===== src/rtl/mem_bus_arbiter_if.sv =====
// Bus bundle between the IF/MEM pipeline stages, the arbiter and the single-port RAM.
// The arbiter connects through the slave modport; stages and RAM use the master view.
interface mem_bus_arbiter_if #(
    parameter int ADDR_W = 32,
    parameter int DATA_W = 32
);
    localparam int SEL_W = DATA_W / 8;

    logic              if_req;
    logic [ADDR_W-1:0] if_addr;
    logic [DATA_W-1:0] if_rdata;
    logic              if_ack;
    logic              mem_req;
    logic              mem_we;
    logic [ADDR_W-1:0] mem_addr;
    logic [SEL_W-1:0]  mem_sel;
    logic [DATA_W-1:0] mem_wdata;
    logic [DATA_W-1:0] mem_rdata;
    logic              mem_ack;
    logic              stall_if;
    logic              stall_mem;
    logic              ram_ce;
    logic              ram_we;
    logic [ADDR_W-1:0] ram_addr;
    logic [SEL_W-1:0]  ram_sel;
    logic [DATA_W-1:0] ram_wdata;
    logic [DATA_W-1:0] ram_rdata;
    logic              ram_ack;

    modport slave (
        input  if_req, if_addr, mem_req, mem_we, mem_addr, mem_sel, mem_wdata,
               ram_rdata, ram_ack,
        output if_rdata, if_ack, mem_rdata, mem_ack, stall_if, stall_mem,
               ram_ce, ram_we, ram_addr, ram_sel, ram_wdata
    );

    modport master (
        output if_req, if_addr, mem_req, mem_we, mem_addr, mem_sel, mem_wdata,
               ram_rdata, ram_ack,
        input  if_rdata, if_ack, mem_rdata, mem_ack, stall_if, stall_mem,
               ram_ce, ram_we, ram_addr, ram_sel, ram_wdata
    );
endinterface


===== src/rtl/mem_bus_arbiter.sv =====
// Shares one single-port RAM between IF (fetch) and MEM (load/store) with req/ack handshakes.
// Define MEM_ARB_RR_EN for round-robin tie-breaking; otherwise MEM always wins ties.
module mem_bus_arbiter #(
    parameter int ADDR_W = 32,
    parameter int DATA_W = 32
) (
    input  logic               clk,
    input  logic               rst,
    mem_bus_arbiter_if.slave   bus
);
    localparam int SEL_W = DATA_W / 8;

    localparam logic [1:0] IDLE     = 2'd0;
    localparam logic [1:0] IF_BUSY  = 2'd1;
    localparam logic [1:0] MEM_BUSY = 2'd2;

    logic [1:0] state;
    logic       if_elig;
    logic       mem_elig;
    logic       prefer_mem;
    logic       mem_win;

    // A requester is never re-granted in the cycle its ack is showing.
    assign if_elig  = bus.if_req  & ~bus.if_ack;
    assign mem_elig = bus.mem_req & ~bus.mem_ack;
    assign mem_win  = mem_elig & (prefer_mem | ~if_elig);

    assign bus.stall_if  = bus.if_req  & ~bus.if_ack;
    assign bus.stall_mem = bus.mem_req & ~bus.mem_ack;

`ifdef MEM_ARB_RR_EN
    logic last_grant_mem;

    always_ff @(posedge clk or negedge rst) begin
        if (!rst) begin
            last_grant_mem <= 1'b1;
        end else if (state == IDLE && (mem_elig || if_elig)) begin
            last_grant_mem <= mem_win;
        end
    end

    assign prefer_mem = ~last_grant_mem;
`else
    assign prefer_mem = 1'b1;
`endif

    always_ff @(posedge clk or negedge rst) begin
        // NOTE: every registered output, read data included, is cleared so nothing stale leaks after reset.
        if (!rst) begin
            state         <= IDLE;
            bus.ram_ce    <= 1'b0;
            bus.ram_we    <= 1'b0;
            bus.ram_addr  <= '0;
            bus.ram_sel   <= '0;
            bus.ram_wdata <= '0;
            bus.if_ack    <= 1'b0;
            bus.if_rdata  <= '0;
            bus.mem_ack   <= 1'b0;
            bus.mem_rdata <= '0;
        end else begin
            // NOTE: non-blocking assignments here so every register samples pre-edge values.
            bus.if_ack  <= 1'b0;
            bus.mem_ack <= 1'b0;
            case (state)
                IDLE: begin
                    if (mem_win) begin
                        state         <= MEM_BUSY;
                        bus.ram_ce    <= 1'b1;
                        bus.ram_we    <= bus.mem_we;
                        bus.ram_addr  <= bus.mem_addr;
                        bus.ram_sel   <= bus.mem_sel;
                        bus.ram_wdata <= bus.mem_wdata;
                    end else if (if_elig) begin
                        state         <= IF_BUSY;
                        bus.ram_ce    <= 1'b1;
                        bus.ram_we    <= 1'b0;
                        bus.ram_addr  <= bus.if_addr;
                        bus.ram_sel   <= {SEL_W{1'b1}};
                        bus.ram_wdata <= '0;
                    end
                end
                IF_BUSY: begin
                    if (bus.ram_ack) begin
                        state        <= IDLE;
                        bus.ram_ce   <= 1'b0;
                        bus.ram_we   <= 1'b0;
                        bus.if_ack   <= 1'b1;
                        bus.if_rdata <= bus.ram_rdata;
                    end
                end
                MEM_BUSY: begin
                    if (bus.ram_ack) begin
                        state       <= IDLE;
                        bus.ram_ce  <= 1'b0;
                        bus.ram_we  <= 1'b0;
                        bus.mem_ack <= 1'b1;
                        // Stores leave the last load data in place.
                        if (!bus.ram_we) begin
                            bus.mem_rdata <= bus.ram_rdata;
                        end
                    end
                end
                default: state <= IDLE;
            endcase
        end
    end
endmodule


===== src/flat_wrapper.sv =====
// flat-port wrapper written by rule: the top's interface ports become plain ports
module mem_bus_arbiter_flat 
#(
    parameter int ADDR_W = 32,
    parameter int DATA_W = 32
)
  (clk, rst, bus_if_req, bus_if_addr, bus_mem_req, bus_mem_we, bus_mem_addr, bus_mem_sel, bus_mem_wdata, bus_ram_rdata, bus_ram_ack, bus_if_rdata, bus_if_ack, bus_mem_rdata, bus_mem_ack, bus_stall_if, bus_stall_mem, bus_ram_ce, bus_ram_we, bus_ram_addr, bus_ram_sel, bus_ram_wdata);
  mem_bus_arbiter_if #(.ADDR_W(ADDR_W), .DATA_W(DATA_W)) bus_i ();
  input  logic clk;
  input  logic rst;
  input wire logic [$bits(bus_i.if_req)-1:0] bus_if_req;
  input wire logic [$bits(bus_i.if_addr)-1:0] bus_if_addr;
  input wire logic [$bits(bus_i.mem_req)-1:0] bus_mem_req;
  input wire logic [$bits(bus_i.mem_we)-1:0] bus_mem_we;
  input wire logic [$bits(bus_i.mem_addr)-1:0] bus_mem_addr;
  input wire logic [$bits(bus_i.mem_sel)-1:0] bus_mem_sel;
  input wire logic [$bits(bus_i.mem_wdata)-1:0] bus_mem_wdata;
  input wire logic [$bits(bus_i.ram_rdata)-1:0] bus_ram_rdata;
  input wire logic [$bits(bus_i.ram_ack)-1:0] bus_ram_ack;
  output wire logic [$bits(bus_i.if_rdata)-1:0] bus_if_rdata;
  output wire logic [$bits(bus_i.if_ack)-1:0] bus_if_ack;
  output wire logic [$bits(bus_i.mem_rdata)-1:0] bus_mem_rdata;
  output wire logic [$bits(bus_i.mem_ack)-1:0] bus_mem_ack;
  output wire logic [$bits(bus_i.stall_if)-1:0] bus_stall_if;
  output wire logic [$bits(bus_i.stall_mem)-1:0] bus_stall_mem;
  output wire logic [$bits(bus_i.ram_ce)-1:0] bus_ram_ce;
  output wire logic [$bits(bus_i.ram_we)-1:0] bus_ram_we;
  output wire logic [$bits(bus_i.ram_addr)-1:0] bus_ram_addr;
  output wire logic [$bits(bus_i.ram_sel)-1:0] bus_ram_sel;
  output wire logic [$bits(bus_i.ram_wdata)-1:0] bus_ram_wdata;
  assign bus_i.if_req = bus_if_req;
  assign bus_i.if_addr = bus_if_addr;
  assign bus_i.mem_req = bus_mem_req;
  assign bus_i.mem_we = bus_mem_we;
  assign bus_i.mem_addr = bus_mem_addr;
  assign bus_i.mem_sel = bus_mem_sel;
  assign bus_i.mem_wdata = bus_mem_wdata;
  assign bus_i.ram_rdata = bus_ram_rdata;
  assign bus_i.ram_ack = bus_ram_ack;
  assign bus_if_rdata = bus_i.if_rdata;
  assign bus_if_ack = bus_i.if_ack;
  assign bus_mem_rdata = bus_i.mem_rdata;
  assign bus_mem_ack = bus_i.mem_ack;
  assign bus_stall_if = bus_i.stall_if;
  assign bus_stall_mem = bus_i.stall_mem;
  assign bus_ram_ce = bus_i.ram_ce;
  assign bus_ram_we = bus_i.ram_we;
  assign bus_ram_addr = bus_i.ram_addr;
  assign bus_ram_sel = bus_i.ram_sel;
  assign bus_ram_wdata = bus_i.ram_wdata;
  mem_bus_arbiter #(.ADDR_W(ADDR_W), .DATA_W(DATA_W)) u_core (.clk(clk), .rst(rst), .bus(bus_i));
endmodule

===== config.mk =====
export PLATFORM = sky130hd
export DESIGN_NAME = mem_bus_arbiter_flat
export DESIGN_NICKNAME = d
export VERILOG_FILES = /design/src/rtl/mem_bus_arbiter_if.sv /design/src/rtl/mem_bus_arbiter.sv /design/src/flat_wrapper.sv
export SDC_FILE = /design/constraint.sdc
export NUM_CORES = 1
export LEC_CHECK = 0
export ABC_AREA = 1
export ABC_CLOCK_PERIOD_IN_PS = 3200
export CORE_MARGIN = 2
export CORE_UTILIZATION = 40
export CTS_BUF_LIST = sky130_fd_sc_hd__clkbuf_8
export DETAILED_ROUTE_END_ITERATION = 10
export HOLD_SLACK_MARGIN = 0.05
export PLACE_DENSITY = 0.76
export SKIP_CTS_REPAIR_TIMING = 1
export SYNTH_ARGS = -nofsm -noshare
export SYNTH_HDL_FRONTEND = slang
export SYNTH_SLANG_ARGS = --single-unit

===== constraint.sdc =====
create_clock -name clk -period 3.2 [get_ports clk]
set_clock_uncertainty 0.2 [all_clocks]
set_input_delay 0.64 -clock clk [delete_from_list [all_inputs] [get_ports clk]]
set_output_delay 0.64 -clock clk [all_outputs]
set_load 0.005 [all_outputs]

==> run summary, run 1 <==
outcome = finished, final reports clean
Lkg Pwr = 4.490 nW
Core Rows = 44
detailed-route DRC error count = 0
largest net degree at the start of global routing = 75
Final Hold Fails = 0
GPL Wtd Cong = 0.7949
gr usage total = 0.2161
hold path depth = 2
gr busiest metal = met2
worst slew margin relative to its limit = 0.4650
max frequency = 0.3783 GHz
CP bufs+invs = 3
Die W = 127.0 um
top post-synthesis cells by area = dfrtp_1, nand2_1, nand3_1
Synth Area in Compound Gates = 0.07443
IO Pins = 276
Max-Cap Viols = 0
Post-synth top flop = dfrtp_1
Synth async-reset ratio = 1.000
Synth Register Bits = 138
main combinational cell family by area after synthesis = simple AND/OR/NAND/NOR gates
DRT iter0 DRCs = 358
WL/cell = 15.09 um
Congestion Overflow GR = 0
Worst path top cell family by delay = buffers and inverters
I/O Buffers = 275
worst r2r src = u_core.state[0]
nets = 1085
crit path cell chain = clkdlybuf4s50_1 > nand2_4 > inv_2 > clkdlybuf4s50_1
Longest Clk Path Bufs = 2
vias per inst = 4.776
syn nets = 824
hold path startpoint = u_core.bus.ram_ce
PwrDens = 870.0 mW/mm^2
fin crit share = 0.8261
setup ws final = 0.5563 ns
xor/xnor share of the synthesized area = 0
HP Class = reg -> reg
routing usage on met1 = 0.2648
Setup crit end kind = primary output
Final Max Slew Viols = 0
Seq/Total Area, Yosys = 0.5706
final cell count without fillers = 1139
total negative slack = 0 ns
CP peak stage delay = 0.54 ns
RR Endpoint = u_core.bus.ram_wdata[3]
RSZ-0062 raised after global routing = false
Hold WS = 0.2777 ns
worst-margin pin slew = 0.8026 ns
CP Class = in -> out
Num CTS Buffers = 17
Synthesis Warnings = 0
Post-Synth Adder-Cell Area = 0.008270
Unique masters post-synth = 18
crit start category = input port
Hold Path Sink = u_core.bus.ram_ce
Layout area overhead = 52.33%
Inserted Diodes = 0
GRT met2 Usage = 0.3340
chip height = 127.0 um
Peak VDD IR = 0.4834 mV
Post-Synth Simple-Gate Area = 0.2661
vias after detailed routing = 5440
H-tree depth = 4
Tmin final = 2.644 ns
Worst Path Max Fanout = 3
Mean Syn Cell Area = 8.874 um^2
clk_lat worst skew = 0.45 ns
most frequent cells after synthesis = nand2_1, dfrtp_1, nand3_1
most common cell in the netlist = nand2_1
crit path DAT = 1.80 ns
cell with the most instances on the worst path = clkdlybuf4s50_1
vias in the first global route = 5311
dpl ws = 0.5497 ns
Pwr Total = 8.020 mW
Post-synth EDFFs = 0
routing usage on met3 = 0.1009
Fill cells = 1236
router iterations before antenna repair = 4
mux cell area share after synthesis = 0
highest-delay cell along the critical path = clkdlybuf4s50_1
total clock sinks = 138
Reg clk slew, reported paths = 0.08 ns
Root Buffer = clkbuf_8
R2R Setup Slk = 0.88 ns
Synth area leader = dfrtp_1
Crit path required time = 2.36 ns
synthesized area = 0.006052 mm^2
initial antenna violation count = 0
placed insts = 1107
final WL = 17190 um
CTS tree = done
full die area = 0.01613 mm^2
antenna viol nets, final = 0
ratio of cells with drive above 1 in the final layout = 0.08901
first-pass GRT wire length = 27360 um
R2R cell count = 7
Synth top area share = 0.5706
Synth Instances = 682
dpl hpwl = 12000 um
core area = 0.01464 mm^2
Initial Util = 0.4133
# setup viols final = 0
-- through the flow --
stage	cell area, um^2	utilization
floorplan	6052	-
global placement	8816	0.6020
detailed placement	8816	0.6020
CTS	9209	0.6288
global route	9219	0.6295
finish	9219	0.6295
-- final cells by class --
type / count / area, um^2 / share of cell area
clock buffer: 18 / 247.7 / 0.02687
clock inverter: 13 / 145.1 / 0.01574
inverter: 42 / 157.7 / 0.01710
multi-input combinational: 457 / 2113 / 0.2292
sequential: 138 / 3453 / 0.3746
tap: 184 / 230.2 / 0.02497
timing repair buffer: 287 / 2872 / 0.3115
-- worst min-delay path: cells and delay by family (launching register included) --
family / cells / cell delay (ns)
flops: 1 / 0.35
simple gates: 2 / 0.10
-- routing by layer --
metal	part of all wire	vias up	wire length, um
li1	-	2671	-
met1	0.41	2507	6988
met2	0.46	233	7864
met3	0.11	29	1958
met4	0.022	0	376
met5	0	-	0
-- worst max path at each step --
stage,start,slack [ns],depth (start not counted),endpoint
5_1_grt,bus_mem_req,0.53,4,bus_stall_mem
2_1_floorplan,bus_mem_req,1.30,4,bus_stall_mem
3_3_place_gp,bus_mem_req,0.56,4,bus_stall_mem
6_report,bus_mem_req,0.56,4,bus_stall_mem
3_5_place_dp,bus_mem_req,0.55,4,bus_stall_mem
4_1_cts,bus_mem_req,0.55,4,bus_stall_mem
-- power breakdown --
part	switching (mW)	internal [mW]	total, mW	leakage (nW)
Combinational	1.61	2.00	3.61	2.56
Sequential	0.450	2.54	2.99	1.73
Clock	0.704	0.713	1.42	0.191
-- registers in the layout, indices dropped and copies added (netlist names) --
| signal | count |
|---|---|
| u_core.bus.if_ack | 1 |
| u_core.bus.if_rdata | 32 |
| u_core.bus.mem_ack | 1 |
| u_core.bus.mem_rdata | 32 |
| u_core.bus.ram_addr | 32 |
| u_core.bus.ram_ce | 1 |
| u_core.bus.ram_sel | 4 |
| u_core.bus.ram_wdata | 32 |
| u_core.bus.ram_we | 1 |
| u_core.state | 2 |
-- cell usage in the layout, fill, tap and decap left out, types with 9 or more instances in the layout --
master,netlist,final
o21ai_0,34,34
o21ai_2,32,32
dfrtp_1,138,138
clkdlybuf4s50_1,0,274
nand3_1,98,98
inv_1,39,39
buf_4,13,9
nand2_1,268,267
clkbuf_8,0,18
nor2_1,13,13
-- cells by family after synthesis --
kind of cell    after synthesis
flops                       138
buf+inv                      87
compound gates               66
simple gates                387
fa+ha+maj                     4
Note: power is estimated with default switching activity, not from simulation.
==> run 2, diff against run 1 <==
--- a/config.mk
+++ b/config.mk
@@ -6,7 +6,7 @@
 export NUM_CORES = 1
 export LEC_CHECK = 0
 export ABC_AREA = 1
-export ABC_CLOCK_PERIOD_IN_PS = 3200
+export ABC_CLOCK_PERIOD_IN_PS = 2700
 export CORE_MARGIN = 2
 export CORE_UTILIZATION = 40
 export CTS_BUF_LIST = sky130_fd_sc_hd__clkbuf_8
==> constraint.sdc (replaced) <==
create_clock -name clk -period 2.7 [get_ports clk]
set_clock_uncertainty 0.2 [all_clocks]
set_input_delay 0.54 -clock clk [delete_from_list [all_inputs] [get_ports clk]]
set_output_delay 0.54 -clock clk [all_outputs]
set_load 0.005 [all_outputs]
==> run 2 against run 1 <==
Critical path depth stayed put. Via count rose by 2.1%. Final cell count increased by 0.18%. Critical path type unchanged. Sequential cell count unchanged. First-iteration DRC count grew 8.1%.
==> run summary, run 2 (synthesis gave the netlist of run 1 again) <==
outcome = finished, final reports clean
hold path startpoint = u_core.bus.mem_rdata[4]
crit start category = input port
Final Core Density = 0.6343
CTS tree = done
worst slew margin relative to its limit = 0.6312
WL/cell = 15.69 um
HP Class = reg -> reg
vias after detailed routing = 5555
Pwr Total = 9.656 mW
worst-margin pin slew = 0.5531 ns
core area = 0.01464 mm^2
setup ws final = 0.2918 ns
Final Max Slew Viols = 0
Longest Clk Path Bufs = 2
worst r2r src = u_core.bus.mem_ack
clk_lat worst skew = 0.43 ns
Root Buffer = clkbuf_8
detailed-route DRC error count = 0
# setup viols final = 0
Final Cell Area = 0.009289 mm^2
nets = 1085
placed cell areas = 0.008866 mm^2
Final Hold Fails = 0
H-tree depth = 4
vias per inst = 4.869
Crit path required time = 1.96 ns
CP startpoint = bus_mem_req
DRT iter0 DRCs = 387
Setup crit end kind = primary output
Initial Util = 0.4133
crit path DAT = 1.67 ns
Hold WS = 0.2849 ns
gr usage total = 0.2228
router iterations before antenna repair = 5
PwrDens = 1040 mW/mm^2
fin crit share = 0.8919
largest net degree at the start of global routing = 70
placed insts = 1107
Tmin final = 2.408 ns
dpl ws = 0.2228 ns
Lkg Pwr = 4.523 nW
dpl hpwl = 12290 um
IO Pins = 276
full die area = 0.01613 mm^2
Worst Path Max Fanout = 2
RSZ-0062 raised after global routing = false
Congestion Overflow GR = 0
antenna viol nets, final = 0
Die W = 127.0 um
total clock sinks = 138
Num CTS Buffers = 17
final WL = 17900 um
first-pass GRT wire length = 28370 um
total negative slack = 0 ns
Core Rows = 44
chip height = 127.0 um
Max-Cap Viols = 0
I/O Buffers = 275
Fill cells = 1262
Layout area overhead = 53.48%
most frequent cells in the layout = clkdlybuf4s50_1, nand2_1, dfrtp_1, nand3_1, inv_1
vias in the first global route = 5332
initial antenna violation count = 1
ratio of cells with drive above 1 in the final layout = 0.08996
Peak VDD IR = 0.6220 mV
most common cell after layout, fill and taps aside = clkdlybuf4s50_1
GPL Wtd Cong = 0.8102
max frequency = 0.4152 GHz
final cell count without fillers = 1141
CP Class = in -> out
Reg clk slew, reported paths = 0.07 ns
## run 2: cell count changes in the layout (fill, tap and decap cells not counted), sizes merged
cell,delta
inv,-1
bufinv,+1
diode,+1
clkbuf,-1
clkinv,+2
## run 2: layout make-up
cell class                      instances  area (um^2)  area share
Timing Repair Buffer                  287         2922      0.3145
Tap cell                              184        230.2     0.02478
Clock inverter                         15        176.4     0.01899
Antenna cell                            1        2.502   0.0002694
Sequential cell                       138         3453      0.3718
Multi-Input combinational cell        457         2113      0.2275
Clock buffer                           17        234.0     0.02519
Inverter                               42        157.7     0.01697
## run 2: final timing paths
kind | to | slack [ns] | cells past startpoint
worst max-delay path | bus_stall_mem | 0.29 | 4
worst min-delay path | u_core.bus.mem_rdata[4] | 0.28 | 2
worst max register to register | u_core.bus.ram_addr[15] | 0.82 | 9
worst min register to register | u_core.bus.mem_rdata[4] | 0.28 | 2
max in group asynchronous | u_core.bus.ram_wdata[22] | 1.23 | 3
min in group asynchronous | u_core.bus.mem_rdata[5] | 0.44 | 2
## run 2: where the power goes
group	internal [mW]	total [mW]	switching [mW]	leakage, nW
Combinational	2.42	4.35	1.93	2.59
Sequential	3.01	3.56	0.549	1.73
Clock	0.913	1.74	0.831	0.202
Total	6.34	9.66	3.31	4.52
## run 2: per-layer routing
metal	up-vias	GRT usage	wire, um
li1	2681	-	-
met1	2595	0.2859	7262
met2	253	0.3387	8310
met3	26	0.1034	2014
met4	0	0.06787	313
met5	-	0	0
## run 2: worst max-delay path, stage by stage
cell and delay, ns:
clkdlybuf4s50_1 0.50, nand2_4 0.06, inv_2 0.04, clkdlybuf4s50_1 0.52
